[src/rtl/branch_resolve_pkg.sv]
// Shared definitions for the EX-stage branch resolution slice:
// default widths and the conditional-branch funct3 encodings.
package branch_resolve_pkg;

  localparam int ADDR_WIDTH_DEF = 32;
  localparam int DATA_WIDTH_DEF = 32;
  localparam int CNT_WIDTH_DEF  = 32;

  typedef enum logic [2:0] {
    F3_BEQ  = 3'b000,
    F3_BNE  = 3'b001,
    F3_BLT  = 3'b100,
    F3_BGE  = 3'b101,
    F3_BLTU = 3'b110,
    F3_BGEU = 3'b111
  } branch_f3_e;

endpackage

[src/rtl/branch_cmp.sv]
// Combinational branch condition evaluation: decodes funct3 and compares
// the two EX operands; 010/011 are reported as illegal.
module branch_cmp
  import branch_resolve_pkg::*;
#(
  parameter int DATA_WIDTH = DATA_WIDTH_DEF
) (
  input  logic [2:0]            funct3,
  input  logic [DATA_WIDTH-1:0] src_a,
  input  logic [DATA_WIDTH-1:0] src_b,
  output logic                  taken,
  output logic                  legal
);

  logic is_eq;
  logic is_lt_s;
  logic is_lt_u;

  always_comb begin
    is_eq   = (src_a == src_b);
    is_lt_s = ($signed(src_a) < $signed(src_b));
    is_lt_u = (src_a < src_b);
    taken   = 1'b0;
    legal   = 1'b1;
    case (funct3)
      F3_BEQ:  taken = is_eq;
      F3_BNE:  taken = ~is_eq;
      F3_BLT:  taken = is_lt_s;
      F3_BGE:  taken = ~is_lt_s;
      F3_BLTU: taken = is_lt_u;
      F3_BGEU: taken = ~is_lt_u;
      default: legal = 1'b0;
    endcase
  end

endmodule

[src/rtl/branch_resolve.sv]
// EX-stage branch resolution: carries IF prediction metadata through DEC/EX,
// resolves the branch, drives predictor update, redirect and perf counters.
module branch_resolve
  import branch_resolve_pkg::*;
#(
  parameter int ADDR_WIDTH = ADDR_WIDTH_DEF,
  parameter int DATA_WIDTH = DATA_WIDTH_DEF,
  parameter int CNT_WIDTH  = CNT_WIDTH_DEF
) (
  input  logic                  cpu_clk,
  input  logic                  cpu_rstn,
  input  logic                  if_valid,
  input  logic                  predict_taken,
  input  logic [ADDR_WIDTH-1:0] predict_target_pc,
  input  logic                  dec_ready,
  input  logic                  ex_ready,
  input  logic                  branch_dec,
  input  logic [2:0]            funct3_dec,
  input  logic [ADDR_WIDTH-1:0] pc_dec,
  input  logic [ADDR_WIDTH-1:0] imm_dec,
  input  logic [DATA_WIDTH-1:0] src_data1_ex,
  input  logic [DATA_WIDTH-1:0] src_data2_ex,
  input  logic                  flush_ext,
  input  logic                  cnt_clr,
  output logic                  branch_ex,
  output logic                  branch_taken_ex,
  output logic [ADDR_WIDTH-1:0] branch_pc_ex,
  output logic [ADDR_WIDTH-1:0] branch_target_pc,
  output logic                  mispredict_flush,
  output logic [ADDR_WIDTH-1:0] redirect_pc,
  output logic [CNT_WIDTH-1:0]  branch_cnt,
  output logic [CNT_WIDTH-1:0]  mispredict_cnt
);

  logic                  flush;
  logic                  dec_valid;
  logic                  dec_pred_taken;
  logic [ADDR_WIDTH-1:0] dec_pred_target;
  logic                  ex_valid;
  logic                  ex_pred_taken;
  logic [ADDR_WIDTH-1:0] ex_pred_target;
  logic [ADDR_WIDTH-1:0] ex_pc;
  logic [ADDR_WIDTH-1:0] ex_imm;
  logic [2:0]            ex_funct3;
  logic                  cmp_taken;
  logic                  cmp_legal;
  logic [ADDR_WIDTH-1:0] target_sum;
  logic [ADDR_WIDTH-1:0] fallthrough_pc;

  assign flush = mispredict_flush | flush_ext;

  // A flush kills the DEC slot even when the stage is not advancing.
  always_ff @(posedge cpu_clk or negedge cpu_rstn) begin
    if (!cpu_rstn) begin
      dec_valid       <= 1'b0;
      dec_pred_taken  <= 1'b0;
      dec_pred_target <= '0;
    end else begin
      if (dec_ready) begin
        dec_valid       <= if_valid & ~flush;
        dec_pred_taken  <= predict_taken;
        dec_pred_target <= predict_target_pc;
      end
      if (flush) begin
        dec_valid <= 1'b0;
      end
    end
  end

  always_ff @(posedge cpu_clk or negedge cpu_rstn) begin
    if (!cpu_rstn) begin
      ex_valid       <= 1'b0;
      ex_pred_taken  <= 1'b0;
      ex_pred_target <= '0;
      ex_pc          <= '0;
      ex_imm         <= '0;
      ex_funct3      <= '0;
    end else if (ex_ready) begin
      ex_valid       <= dec_valid & branch_dec & ~flush;
      ex_pred_taken  <= dec_pred_taken;
      ex_pred_target <= dec_pred_target;
      ex_pc          <= pc_dec;
      ex_imm         <= imm_dec;
      ex_funct3      <= funct3_dec;
    end
  end

  branch_cmp #(
    .DATA_WIDTH(DATA_WIDTH)
  ) u_cmp (
    .funct3(ex_funct3),
    .src_a (src_data1_ex),
    .src_b (src_data2_ex),
    .taken (cmp_taken),
    .legal (cmp_legal)
  );

  // All resolution outputs read zero unless a legal branch completes this cycle.
  always_comb begin
    target_sum       = ex_pc + ex_imm;
    fallthrough_pc   = ex_pc + ADDR_WIDTH'(4);
    branch_ex        = 1'b0;
    branch_taken_ex  = 1'b0;
    branch_pc_ex     = '0;
    branch_target_pc = '0;
    mispredict_flush = 1'b0;
    redirect_pc      = '0;
    if (ex_valid && ex_ready && cmp_legal) begin
      branch_ex        = 1'b1;
      branch_taken_ex  = cmp_taken;
      branch_pc_ex     = ex_pc;
      branch_target_pc = target_sum;
      mispredict_flush = (cmp_taken != ex_pred_taken) ||
                         (cmp_taken && ex_pred_taken && (ex_pred_target != target_sum));
      if (mispredict_flush) begin
        redirect_pc = cmp_taken ? target_sum : fallthrough_pc;
      end
    end
  end

  always_ff @(posedge cpu_clk or negedge cpu_rstn) begin
    if (!cpu_rstn) begin
      branch_cnt     <= '0;
      mispredict_cnt <= '0;
    end else if (cnt_clr) begin
      branch_cnt     <= '0;
      mispredict_cnt <= '0;
    end else begin
      branch_cnt     <= branch_cnt + CNT_WIDTH'(branch_ex);
      mispredict_cnt <= mispredict_cnt + CNT_WIDTH'(mispredict_flush);
    end
  end

endmodule

[config.mk]
export PLATFORM = sky130hd
export DESIGN_NAME = branch_resolve
export DESIGN_NICKNAME = d
export VERILOG_FILES = /design/src/rtl/branch_resolve_pkg.sv /design/src/rtl/branch_cmp.sv /design/src/rtl/branch_resolve.sv
export SDC_FILE = /design/constraint.sdc
export NUM_CORES = 1
export LEC_CHECK = 0
export CAP_MARGIN = 30
export CELL_PAD_IN_SITES_DETAIL_PLACEMENT = 0
export CELL_PAD_IN_SITES_GLOBAL_PLACEMENT = 1
export CORE_UTILIZATION = 25
export CTS_CLUSTER_SIZE = 14
export DETAILED_ROUTE_END_ITERATION = 7
export PLACE_DENSITY_LB_ADDON = 0.08
export SLEW_MARGIN = 20
export SYNTH_ARGS = -nofsm -noshare
export SYNTH_HDL_FRONTEND = slang
export SYNTH_SLANG_ARGS = --single-unit
[constraint.sdc]
create_clock -name cpu_clk -period 40.1 [get_ports cpu_clk]
set_input_delay 12.03 -clock cpu_clk [delete_from_list [all_inputs] [get_ports cpu_clk]]
set_output_delay 12.03 -clock cpu_clk [all_outputs]
set_load 0.05 [all_outputs]
==> flow_summary.yaml <==
pwr:
  powerDensity_nw_per_um2: 34.96
  peakVddDrop_uv: 27.90
  seqPwrFrac_pct: 37.3
  p_sw_uw: 226.4
  swShare_pct: 36.49
  power.share.clock_pct: 28.7
  pwr-share-comb_pct: 34.0
  p_int_uw: 394.1
  p_leak_uw: 0.007180
route:
  dr.pass1.iters: 4
  via_count: 11260
  route.detailed.drc: 0
  drtIter0Drc: 498
  routed_via_density: 4.757
  ant_nets: 0
  drt_wl_total_mm: 48.29
  wl_per_cell_um: 20.41
layout:
  areaGrowthSynthToFinish_pct: 35.09
  seqCellArea_um2: 4980
  stdcell_count: 2366
  multi_input_area_um2: 7647
  fill_cells: 5404
  drive_gt1_share_pct: 11.52
  finalNetCount: 1913
floorplan:
  initial_core_util_pct: 25.46
  core_um2: 51610
  floorplan.rows: 83
  io_pins: 335
  die_w_um: 231.3
  dieArea_um2: 53480
  die_h_um: 231.3
logic_synthesis:
  synthesis.area_um2: 13140
  async_flop_share_pct: 100.0
  synthFlopType: "dfrtp_1"
  synth.distinct_cells: 81
  synthCells: 1370
  syn_area_per_cell_um2: 9.591
  synth_edf_count: 0
  yosysWarnings: 0
  synth_seq_area_share_pct: 37.90
  ys_ff_latch: 199
  synth_nets: 1612
sta:
  finalHoldViolCount: 0
  tightest_slew_ps: 859.9
  setup_viol: 0
  setup_tns_ps: 0
  fin_crit_sh_pct: 76.10
  max_clock_freq_mhz: 32.77
  slew_violations: 0
  grt_setup_unrepaired: "false"
  slew_headroom_pct: 42.67
  post-route-min-period_ps: 30520
  skew_ps: 18.43
clocking:
  path_clk_slew_ps: 70
  numCtsBuffers: 17
  ctsResizeCount: 0
  h-tree-depth: 4
  clk_latency_ps: 490
  post_cts_buffers: 0
  ctsHoldBuffers: 0
  root_buffer: "clkbuf_16"
  cts_tree: "done"
  cts.path.max_buffers: 2
  cts.sinks: 199
grt:
  grt_max_degree: 120
  grt.overflow.total: 0
  grt_pass1_vias: 11450
  grt_usage_pct: 18.32
  grt_pass1_wl_mm: 73.27
  antenna_found_initial: 12
placed_design:
  dp_cells: 2331
  gp_congestion: 0.8942
  dp.final_hpwl_mm: 37.80
  port_buffers: 334
setup_path:
  crit_type: "in -> out"
  endpoint_kind: "output port"
  cp.required_ps: 28070
  path_max_fanout: 33
  startpoint_type: "input port"
  cp_data_arrival_time_ps: 18490
job:
  maxCapViolCount: 0
hold_path:
  min_path_type: "reg -> reg"
outcome:
  outcome: "finished, final reports clean"
==> power by group through the flow <==
stage               clock network [uW]  logic, uW  registers, uW
CTS                                187        213            232
global placement                     0        214            235
floorplan                            0        136            229
detailed placement                   0        212            236
finish                             178        211            231
global route                       194        232            234
==> synthesized netlist by cell type (17+ instances only) <==
cell / number / area [um^2]
a211oi_1: 23 / 172.7
ha_1: 69 / 863.3
buf_2: 18 / 90.09
and3_1: 22 / 137.6
o21ai_0: 38 / 190.2
xor2_1: 53 / 464.2
inv_1: 60 / 225.2
mux2_2: 128 / 1441
nor2b_1: 20 / 125.1
a21oi_1: 62 / 310.3
clkbuf_1: 32 / 120.1
dfrtp_1: 199 / 4980
nand2_1: 91 / 341.6
nand4_1: 27 / 168.9
nor2_1: 148 / 555.5
nand3_1: 46 / 230.2
xnor2_1: 82 / 718.2
mux2i_1: 17 / 170.2
and2_1: 48 / 300.3
==> cell usage in the layout, fill, tap and decap left out, drive strengths merged, types with 11 or more instances in the layout <==
| master | n |
|---|---|
| nand2 | 91 |
| o21ai | 41 |
| or3 | 17 |
| inv | 65 |
| mux2i | 17 |
| dfrtp | 199 |
| nor2b | 20 |
| nor3 | 17 |
| nand3 | 46 |
| and4 | 12 |
| nor4 | 11 |
| xor2 | 53 |
| ha | 69 |
| nand4 | 28 |
| xnor2 | 82 |
| clkbuf | 19 |
| and3 | 22 |
| mux2 | 128 |
| a21oi | 64 |
| clkdlybuf4s50 | 330 |
| a211oi | 24 |
| nor2 | 148 |
| and2 | 48 |
| buf | 14 |
==> flip-flops by register name, summed over array words and instances (netlist names) <==
signal	count
dec_pred_target	32
branch_cnt	32
ex_imm	32
ex_valid	1
ex_pc	32
dec_valid	1
ex_pred_target	32
dec_pred_taken	1
mispredict_cnt	32
ex_pred_taken	1
ex_funct3	3
==> through the flow <==
stage	utilization (%)	setup slack (ps)	total power (uW)	cell area, um^2	hold slack (ps)
after floorplan	-	10800	365.0	13140	449.2
after global placement	33.14	9830	448.8	17110	468.1
after detailed placement	33.19	9586	448.0	17130	478.4
after CTS	34.33	9551	632.1	17720	498.0
after global routing	34.38	9218	659.7	17750	521.3
final	34.39	9583	620.5	17750	490.1
==> cells by family after synthesis <==
group | synth area share, %
buf+inv | 4.047
compound gates | 10.94
flops | 37.90
mux | 12.26
fa+ha+maj | 6.723
xor+xnor | 9.932
simple gates | 18.20
==> layout make-up <==
type                       count  share of cell area [%]
clock buffer                  19                   2.495
sequential                   199                   28.05
multi-input combinational   1048                   43.08
inverter                      61                   1.304
tap                          680                   4.793
timing repair buffer         344                   19.44
antenna                        2                 0.02819
clock inverter                13                  0.8036
==> path summary, 6_finish.rpt <==
path                                      from                 end  slack, ps  cells past startpoint
setup / recovery              src_data2_ex[31]     redirect_pc[16]       9580                     21
hold / removal             dec_pred_target[30]  ex_pred_target[30]        490                      2
setup reg to reg                      ex_pc[0]  mispredict_cnt[31]      33180                     24
hold reg to reg            dec_pred_target[30]  ex_pred_target[30]        490                      2
max in group asynchronous             cpu_rstn  ex_pred_target[12]      27480                      3
min in group asynchronous             cpu_rstn            ex_pc[9]      11450                      1
==> per-layer routing <==
| metal | share of wire, % | GRT usage, % |
|---|---|---|
| met1 | 49 | 25.51 |
| met2 | 44 | 27.63 |
| met3 | 5.6 | 5.401 |
| met4 | 1.2 | 4.180 |
| met5 | 0.26 | 0 |
==> worst max-delay path: stages <==
cell and delay, ps:
clkdlybuf4s50_1 460, inv_1 40, ha_1 360, nand2_1 100, or3_1 390, nor4_1 430, o41ai_1 210, nand2_1 130
nor2_1 50, nor3_1 330, o32ai_4 140, ha_1 300, or4_1 590, a31oi_1 190, nand4_1 100, or4_1 540
or4_1 420, nor4_2 200, a31o_4 570, a211oi_1 130, clkdlybuf4s50_1 740
(Power assumes the default switching activity.)
